File: config.mk
export PLATFORM = sky130hd
export DESIGN_NAME = spi_reg_ctrl
export DESIGN_NICKNAME = d
export VERILOG_FILES = /design/src/rtl/spi_reg_ctrl.sv
export SDC_FILE = /design/constraint.sdc
export NUM_CORES = 1
export LEC_CHECK = 0
export ABC_AREA = 1
export CORE_UTILIZATION = 45
export DETAILED_ROUTE_END_ITERATION = 8
export PLACE_DENSITY = 0.77
export SETUP_SLACK_MARGIN = 0.3
export SYNTH_ARGS = -nofsm -noshare
export SYNTH_HDL_FRONTEND = slang
export SYNTH_SLANG_ARGS = --single-unit
File: constraint.sdc
create_clock -name clk -period 1.75 [get_ports clk]
set_input_delay 0.175 -clock clk [delete_from_list [all_inputs] [get_ports clk]]
set_output_delay 0.175 -clock clk [all_outputs]
set_load 0.02 [all_outputs]
File: src/rtl/spi_reg_ctrl.sv
// SPI register controller: decodes SPI slave header/data handshakes into
// reads and writes of a small register file. The low registers are SPI-writable
// configuration. The top four are hardware-owned status, and the last of them
// collects sticky events that a SPI read clears.
module spi_reg_ctrl #(
    parameter int payload = 8,
    parameter int addrsz  = 7,
    parameter int nregs   = 16
) (
    input  logic                      clk,
    input  logic                      reset_n,
    input  logic [addrsz-1:0]         reg_addr,
    input  logic                      addr_dv,
    input  logic                      rw,
    input  logic [payload-1:0]        rx_d,
    input  logic                      rxdv,
    output logic [payload-1:0]        tx_d,
    output logic                      tx_en,
    input  logic                      hw_we,
    input  logic [1:0]                hw_addr,
    input  logic [payload-1:0]        hw_wdata,
    input  logic [payload-1:0]        hw_event,
    output logic [nregs*payload-1:0]  cfg,
    output logic                      cfg_wr,
    output logic [addrsz-1:0]         cfg_wr_addr,
    output logic [7:0]                err_cnt
);

    localparam int idxw      = (nregs > 1) ? $clog2(nregs) : 1;
    localparam int stat_base = nregs - 4;

    typedef enum logic [2:0] {
        IDLE      = 3'd0,
        DECODE    = 3'd1,
        RD_DRIVE  = 3'd2,
        WR_WAIT   = 3'd3,
        WR_COMMIT = 3'd4,
        DONE      = 3'd5
    } state_t;

    // Address lies inside the implemented register file.
    function automatic logic in_range(input logic [addrsz-1:0] a);
        return (32'(a) < 32'(nregs));
    endfunction

    // Address selects a SPI-writable configuration register.
    function automatic logic is_cfg_addr(input logic [addrsz-1:0] a);
        return (32'(a) < 32'(stat_base));
    endfunction

    state_t              state_r;
    state_t              state_s;
    logic [addrsz-1:0]   addr_r;
    logic                rw_r;
    logic                addr_dv_r;
    logic                rxdv_r;
    logic [payload-1:0]  regs_r [nregs];

    logic                start_s;
    logic [idxw-1:0]     idx_s;
    logic [payload-1:0]  rd_val_s;
    logic                rd_clear_s;
    logic                wr_commit_s;
    logic                err_inc_s;
    logic [payload-1:0]  evt_next_s;

    // addr_dv_r resets high so a transaction already in flight at reset release
    // is ignored until addr_dv has been seen low.
    assign start_s     = addr_dv && !addr_dv_r;
    assign idx_s       = addr_r[idxw-1:0];
    assign rd_clear_s  = (state_r == RD_DRIVE) && !addr_dv &&
                         (32'(addr_r) == 32'(nregs - 1));
    assign wr_commit_s = (state_r == WR_COMMIT) && is_cfg_addr(addr_r);
    assign err_inc_s   = ((state_r == DECODE) && rw_r && !in_range(addr_r)) ||
                         ((state_r == WR_COMMIT) && !is_cfg_addr(addr_r));

    // Read data mux: out-of-range addresses read as zero.
    always_comb begin
        rd_val_s = '0;
        if (in_range(addr_r)) begin
            rd_val_s = regs_r[idx_s];
        end else begin
            rd_val_s = '0;
        end
    end

    // Next value of the sticky event register: hw write or read-clear, then events OR-ed on top.
    always_comb begin
        evt_next_s = regs_r[nregs-1];
        if (hw_we && (hw_addr == 2'd3)) begin
            evt_next_s = hw_wdata;
        end else if (rd_clear_s) begin
            evt_next_s = '0;
        end else begin
            evt_next_s = regs_r[nregs-1];
        end
        evt_next_s = evt_next_s | hw_event;
    end

    // FSM state register.
    always_ff @(posedge clk or negedge reset_n) begin
        if (!reset_n) begin
            state_r <= IDLE;
        end else begin
            state_r <= state_s;
        end
    end

    // FSM next-state logic.
    always_comb begin
        state_s = state_r;
        case (state_r)
            IDLE: begin
                if (start_s) state_s = DECODE;
                else         state_s = IDLE;
            end
            DECODE: begin
                if (rw_r) state_s = RD_DRIVE;
                else      state_s = WR_WAIT;
            end
            RD_DRIVE: begin
                if (!addr_dv) state_s = IDLE;
                else          state_s = RD_DRIVE;
            end
            WR_WAIT: begin
                if (!addr_dv)              state_s = IDLE;
                else if (rxdv && !rxdv_r)  state_s = WR_COMMIT;
                else                       state_s = WR_WAIT;
            end
            WR_COMMIT: state_s = DONE;
            DONE: begin
                if (!addr_dv) state_s = IDLE;
                else          state_s = DONE;
            end
            default: state_s = IDLE;
        endcase
    end

    // Header capture and handshake edge history.
    always_ff @(posedge clk or negedge reset_n) begin
        if (!reset_n) begin
            addr_r    <= '0;
            rw_r      <= 1'b0;
            addr_dv_r <= 1'b1;
            rxdv_r    <= 1'b0;
        end else begin
            addr_dv_r <= addr_dv;
            rxdv_r    <= rxdv;
            if ((state_r == IDLE) && start_s) begin
                addr_r <= reg_addr;
                rw_r   <= rw;
            end
        end
    end

    // Register file: SPI config writes, hardware status writes, sticky events.
    always_ff @(posedge clk or negedge reset_n) begin
        if (!reset_n) begin
            for (int n = 0; n < nregs; n++) begin
                regs_r[n] <= '0;
            end
        end else begin
            for (int n = 0; n < nregs; n++) begin
                if (n < stat_base) begin
                    if (wr_commit_s && (32'(idx_s) == 32'(n))) begin
                        regs_r[n] <= rx_d;
                    end
                end else if (n == nregs - 1) begin
                    regs_r[n] <= evt_next_s;
                end else if (hw_we && (32'(hw_addr) == 32'(n - stat_base))) begin
                    regs_r[n] <= hw_wdata;
                end
            end
        end
    end

    // Registered SPI-side outputs: read snapshot, write pulse, error counter.
    always_ff @(posedge clk or negedge reset_n) begin
        if (!reset_n) begin
            tx_d        <= '0;
            tx_en       <= 1'b0;
            cfg_wr      <= 1'b0;
            cfg_wr_addr <= '0;
            err_cnt     <= 8'd0;
        end else begin
            tx_en  <= (state_s == RD_DRIVE);
            cfg_wr <= wr_commit_s;
            if ((state_r == DECODE) && rw_r) begin
                tx_d <= rd_val_s;
            end
            if (wr_commit_s) begin
                cfg_wr_addr <= addr_r;
            end
            if (err_inc_s && (err_cnt != 8'hFF)) begin
                err_cnt <= err_cnt + 8'd1;
            end
        end
    end

    // Flattened register view, straight from storage.
    for (genvar g = 0; g < nregs; g++) begin : g_cfg
        assign cfg[g*payload +: payload] = regs_r[g];
    end

endmodule
==> results of run 1 <==
[cell usage after synthesis, drive strengths merged]
library cell,instances
nor2,30
a21oi,14
o21ai,135
mux2,3
dfstp,1
xor2,1
nand2,514
clkinv,1
ha,1
nand3,29
xnor2,6
o2111ai,1
nand4,5
inv,36
clkbuf,37
nor3,2
o211ai,1
buf,10
dfrtp,165
[per-stage QoR]
step                setup slack (ns)  hold WS [ns]
floorplan                   -0.06611       -0.1206
global placement             0.09511        0.1363
detailed placement           0.01521        0.1355
CTS                           0.1381        0.2151
global route               -0.007101        0.2224
finish                       0.04698        0.2169
[power by group through the flow]
stage | registers [mW] | clock network [mW] | logic (mW)
CTS | 4.67 | 3.86 | 6.16
detailed placement | 4.73 | 0 | 5.33
finish | 4.75 | 3.88 | 7.50
global placement | 4.71 | 0 | 5.28
global route | 4.79 | 4.03 | 7.97
floorplan | 5.02 | 0 | 2.93
[critical path: cells and delay by family (launching register included)]
| kind | cells | cell delay [ns] |
|---|---|---|
| simple gates | 4 | 0.62 |
| flops | 1 | 0.46 |
| buf+inv | 2 | 0.31 |
| compound gates | 1 | 0.23 |
[layout make-up]
type / instances / area (sq um)
Clock buffer: 19 / 442.9
Clock inverter: 13 / 155.1
Fill cell: 1196 / 4783
Inverter: 37 / 153.9
Multi-Input combinational cell: 751 / 4113
Sequential cell: 166 / 4167
Tap cell: 220 / 275.3
Timing Repair Buffer: 267 / 2713
Timing Repair inverter: 1 / 16.27
[per-layer routing]
metal / track usage, % / up-vias / share of wire [%]
met5: 0 / - / 0
li1: - / 3669 / -
met1: 40.17 / 3968 / 37
met3: 6.727 / 161 / 10
met2: 48.99 / 607 / 47
met4: 14.48 / 0 / 6.1
[repair_timing]
action                                 4_1_cts  5_1_grt
setup buffers                               16        8
setup endpoints to repair                  272      129
pin swaps                                   45       83
gates cloned                                12        9
hold buffers                                 1        0
endpoints found under the hold margin       40        0
resized for setup                          281      149
[path summary, 6_finish.rpt]
path / startpoint / end / slack [ns] / depth (start not counted)
worst max-delay path: state_r[1] / cfg[46] / 0.05 / 7
worst min-delay path: rxdv / rxdv_r / 0.22 / 1
worst max register to register: state_r[1] / cfg[46] / 0.05 / 7
worst min register to register: tx_d[5] / tx_d[5] / 0.48 / 2
max in group asynchronous: reset_n / cfg[79] / 0.85 / 3
min in group asynchronous: reset_n / cfg[48] / 0.23 / 2
[cells by family (layout without fill, tap and decap cells)]
logic type	count (synthesis)	count (layout)	synth area share [%]
mux	3	3	0.4305
fa+ha+maj	1	1	0.1594
flops	166	166	52.96
compound gates	151	151	10.86
buf+inv	84	337	4.672
xor+xnor	7	7	0.7814
simple gates	580	589	30.14
[flip-flops by register name, indices dropped and copies added (netlist names)]
name / flops
cfg: 128
err_cnt: 8
tx_d: 8
addr_r: 7
cfg_wr_addr: 7
state_r: 3
addr_dv_r: 1
cfg_wr: 1
rw_r: 1
rxdv_r: 1
tx_en: 1
==> results.sh, run 1 <==
export IMPL_fmax_mhz=587.2
export IMPL_final_cells=1474
export IMPL_path_max_fanout=9
export IMPL_drive_above_1_share_pct=25.36
export IMPL_drv_cap=0
export IMPL_setup_worst_path_start_class="flop"
export IMPL_tns_ns=0
export IMPL_clock_latency_ns=0.45
export IMPL_antenna_found_initial=0
export IMPL_p_int_mw=9.377
export IMPL_p_sw_mw=6.757
export IMPL_synthTopCellsByArea="dfrtp_1 (53%), nand2_1 (24%), o21ai_0 (5.5%)"
export IMPL_skew_ns=0.01207
export IMPL_place_gp_congestion=0.8739
export IMPL_yosysWarnings=0
export IMPL_cp_arrival_ns=2.06
export IMPL_synthCells=992
export IMPL_dp_cells=1396
export IMPL_gr_usage_all_layers_pct=30.80
export IMPL_cts_tree="built"
export IMPL_wl_per_cell_um=20.39
export IMPL_cp_required_ns=2.10
export IMPL_via_count=8405
export IMPL_core_area_sq_um=16820
export IMPL_cp_end_kind="flop"
export IMPL_grt_first_pass_wirelength_um=41950
export IMPL_status="completed"
export IMPL_final_util_pct=71.56
export IMPL_synth_distinct_cells=32
export IMPL_drtIter0Drc=1010
export IMPL_avgViaCountPerCell=5.702
export IMPL_sequentialPowerShare_pct=29.4
export IMPL_diodes=0
export IMPL_crit_type="flop to flop"
export IMPL_synth_seq_area_share_pct=52.96
export IMPL_post_dp_hpwl_um=16790
export IMPL_setup_viol=0
export IMPL_crit_path_cell_trace="nor2_4, nand2_2, nor3_4, buf_12, buf_12, nand3_4, o21ai_1"
export IMPL_cts_made_buffers=17
export IMPL_synth_top_cell_area_share_pct=52.62
export IMPL_yosys_area_top_type="dfrtp_1"
export IMPL_period_share_pct=97.32
export IMPL_hold_viol_final=0
export IMPL_final_cell_mix="nand2_1 (404), dfrtp_1 (158), dlygate4sd2_1 (151), nand2_2 (86), o21ai_1 (60)"
export IMPL_syn_area_sq_um=7846
export IMPL_die_y_um=134.0
export IMPL_row_count=47
export IMPL_cp_slowest_stage_delay_ns=0.46
export IMPL_drv_slew=0
export IMPL_worst_path_max_delay_cell="dfrtp_1"
export IMPL_p_clk_share_pct=24.1
export IMPL_grt_max_degree=55
export IMPL_final_common_cell="nand2_1"
export IMPL_dieArea_sq_um=17970
export IMPL_first_global_vias=7691
export IMPL_place_area_sq_um=10210
export IMPL_hp_class="input pin to flop"
export IMPL_relSlewSlack_pct=57.83
export IMPL_powerDensity_nw_per_um2=1341
export IMPL_max_vdd_ir_drop_mv=1.251
export IMPL_cts_sinks=166
export IMPL_drc=0
export IMPL_cts_buffer_depth=2
export IMPL_synth_area_per_cell_sq_um=7.910
export IMPL_start_util_pct=46.65
export IMPL_cts_root_buf="clkbuf_16"
export IMPL_first_pass_iters=5
export IMPL_finalPower_mw=16.13
export IMPL_clk_pin_slew_ns=0.07
export IMPL_ios=192
export IMPL_synth_fp_nets=1032
export IMPL_rsz0062_at_grt="true"
export IMPL_h_tree_depth=4
export IMPL_grt_overflow=0
export IMPL_path_common_cell="buf_12"
export IMPL_comb_power_share_pct=46.5
export IMPL_routed_wl_um=30050
export IMPL_io_buffer_count=191
export IMPL_drtAntennaViolNets=0
export IMPL_ys_seq_elements=166
export IMPL_nets=1281
export IMPL_total_leakage_power_nw=5.808
export IMPL_syn2layout_area_growth_pct=53.39
export IMPL_switching_share_pct=41.88
export IMPL_design_area_sq_um=12040
export IMPL_worst_pin_slew_ns=0.6318
export IMPL_post_route_min_period_ns=1.703
export IMPL_fp_dieW_um=134.0
(Power assumes the default switching activity.)
==> run 2: changes to the inputs <==
--- a/config.mk
+++ b/config.mk
@@ -6,9 +6,11 @@
 export NUM_CORES = 1
 export LEC_CHECK = 0
 export ABC_AREA = 1
-export CORE_UTILIZATION = 45
+export CELL_PAD_IN_SITES_DETAIL_PLACEMENT = 0
+export CELL_PAD_IN_SITES_GLOBAL_PLACEMENT = 1
+export CORE_UTILIZATION = 33
 export DETAILED_ROUTE_END_ITERATION = 8
-export PLACE_DENSITY = 0.77
+export PLACE_DENSITY_LB_ADDON = 0.1
 export SETUP_SLACK_MARGIN = 0.3
 export SYNTH_ARGS = -nofsm -noshare
 export SYNTH_HDL_FRONTEND = slang
==> results.sh, run 2 (synthesized netlist as in run 1, its figures left out) <==
export IMPL_row_count=56
export IMPL_p_clk_share_pct=26.2
export IMPL_ios=192
export IMPL_hold_viol_final=0
export IMPL_drtIter0Drc=459
export IMPL_finalPower_mw=15.72
export IMPL_cp_required_ns=2.07
export IMPL_cts_root_buf="clkbuf_16"
export IMPL_clock_latency_ns=0.44
export IMPL_p_int_mw=9.242
export IMPL_sequentialPowerShare_pct=30.0
export IMPL_core_area_sq_um=23400
export IMPL_fp_dieW_um=156.2
export IMPL_worst_pin_slew_ns=0.5474
export IMPL_skew_ns=0.01239
export IMPL_post_route_min_period_ns=1.637
export IMPL_place_area_sq_um=10450
export IMPL_largest_reg_flops=128
export IMPL_cp_arrival_ns=1.96
export IMPL_start_util_pct=33.53
export IMPL_io_buffer_count=191
export IMPL_h_tree_depth=4
export IMPL_r2r_setup_slack_ns=0.11
export IMPL_fmax_mhz=610.8
export IMPL_drv_cap=0
export IMPL_final_common_cell="nand2_1"
export IMPL_grt_first_pass_wirelength_um=42590
export IMPL_dieArea_sq_um=24400
export IMPL_comb_power_share_pct=43.9
export IMPL_hp_class="input pin to flop"
export IMPL_drive_above_1_share_pct=22.39
export IMPL_cts_buffer_depth=2
export IMPL_grt_overflow=0
export IMPL_worst_path_max_delay_cell="dfrtp_1"
export IMPL_path_common_cell="buf_12"
export IMPL_final_cell_mix="nand2_1 (435), dfrtp_1 (159), dlygate4sd2_1 (149), nand2_2 (66), o21ai_1 (55)"
export IMPL_path_max_fanout=16
export IMPL_powerDensity_nw_per_um2=1304
export IMPL_gr_usage_all_layers_pct=23.50
export IMPL_reg2reg_from="addr_r[3]"
export IMPL_grt_max_degree=51
export IMPL_switching_share_pct=41.21
export IMPL_drv_slew=0
export IMPL_clk_pin_slew_ns=0.07
export IMPL_p_sw_mw=6.478
export IMPL_crit_start="addr_r[3]"
export IMPL_drtAntennaViolNets=0
export IMPL_status="completed"
export IMPL_relSlewSlack_pct=63.50
export IMPL_place_gp_congestion=0.8026
export IMPL_crit_type="flop to flop"
export IMPL_antenna_found_initial=0
export IMPL_reg2reg_depth=9
export IMPL_avgViaCountPerCell=4.766
export IMPL_worstReg2RegEnd="cfg[90]"
export IMPL_rsz0062_at_grt="true"
export IMPL_cts_made_buffers=17
export IMPL_post_dp_hpwl_um=18290
export IMPL_final_util_pct=51.50
export IMPL_setup_viol=0
export IMPL_syn2layout_area_growth_pct=53.60
export IMPL_total_leakage_power_nw=5.829
export IMPL_crit_path_cell_trace="nand2_4, inv_8, buf_6, nor3_4, buf_12, nand4_4, buf_12, nand2_1, o21ai_2"
export IMPL_routed_wl_um=28540
export IMPL_wl_per_cell_um=18.03
export IMPL_nets=1291
export IMPL_die_y_um=156.2
export IMPL_cp_slowest_stage_delay_ns=0.43
export IMPL_via_count=7545
export IMPL_design_area_sq_um=12050
export IMPL_period_share_pct=93.55
export IMPL_max_vdd_ir_drop_mv=0.6360
export IMPL_cp_end_kind="flop"
export IMPL_diodes=0
export IMPL_first_pass_iters=5
export IMPL_cts_tree="built"
export IMPL_endpoint="cfg[90]"
export IMPL_setup_worst_path_start_class="flop"
export IMPL_cts_sinks=166
export IMPL_drc=0
export IMPL_first_global_vias=7179
==> run 2: power groups by stage <==
stage	Clock, mW	Sequential [mW]	Combinational, mW
floorplan	0	5.02	2.93
global placement	0	4.75	5.59
detailed placement	0	4.75	5.60
CTS	4.18	4.69	6.26
global route	4.36	4.77	7.58
finish	4.11	4.71	6.90
==> run 2: area by class of cell <==
class                      count  area, sq um
clock buffer                  17        425.4
clock inverter                15        211.5
fill                        2321        11350
inverter                      37        155.1
multi-input combinational    752         3925
sequential                   166         4163
tap                          319        399.1
timing repair buffer         277         2773
==> run 2: worst min-delay path by stage <==
stage,startpoint,end,slack [ns],cells after the start
after floorplan,reset_n,addr_r[0],-0.12,0
after global routing,rxdv,rxdv_r,0.23,1
final,rxdv,rxdv_r,0.23,1
after global placement,reset_n,cfg[39],0.18,1
after CTS,rxdv,rxdv_r,0.21,1
after detailed placement,reset_n,cfg[39],0.18,1
==> run 2: timing repair <==
item                                   in CTS  in global routing
setup buffers                              18                 11
setup endpoints to repair                 265                128
hold buffers                                1                  0
endpoints found under the hold margin      43                  0
pin swaps                                  22                 46
gates cloned                               10                  6
resized for setup                         249                121
==> run 2: metrics by stage <==
step | TNS [ns] | setup slack [ns] | hold slack [ns] | cells
detailed placement | 0 | 0.03143 | 0.1777 | 1505
global route | 0 | 0.03023 | 0.2348 | 1583
CTS | 0 | 0.1199 | 0.2144 | 1566
global placement | 0 | 0.06438 | 0.1773 | 1505
finish | 0 | 0.1129 | 0.2285 | 1583
floorplan | -0.5282 | -0.06611 | -0.1206 | 992
==> run 2: layer usage <==
metal	global-route usage (%)	vias up	part of all wire, %
li1	-	3693	-
met1	34.18	3609	48
met2	36.31	223	46
met3	3.778	20	4.8
met4	5.602	0	1.0
met5	0	-	0
==> run 2: worst max-delay path: cells and delay by family (launching register included) <==
| kind | cells | cell delay (ns) |
|---|---|---|
| buffers and inverters | 4 | 0.53 |
| and+or+nand+nor | 4 | 0.50 |
| DFF | 1 | 0.43 |
| AOI/OAI and AO/OA | 1 | 0.05 |
==> run 3: changes to the inputs <==
--- a/config.mk
+++ b/config.mk
@@ -6,6 +6,7 @@
 export NUM_CORES = 1
 export LEC_CHECK = 0
 export ABC_AREA = 1
+export ABC_CLOCK_PERIOD_IN_PS = 1750
 export CELL_PAD_IN_SITES_DETAIL_PLACEMENT = 0
 export CELL_PAD_IN_SITES_GLOBAL_PLACEMENT = 1
 export CORE_UTILIZATION = 33
==> results of run 3 <==
The final DEF is identical to that of run 2; final timing and power are the same.
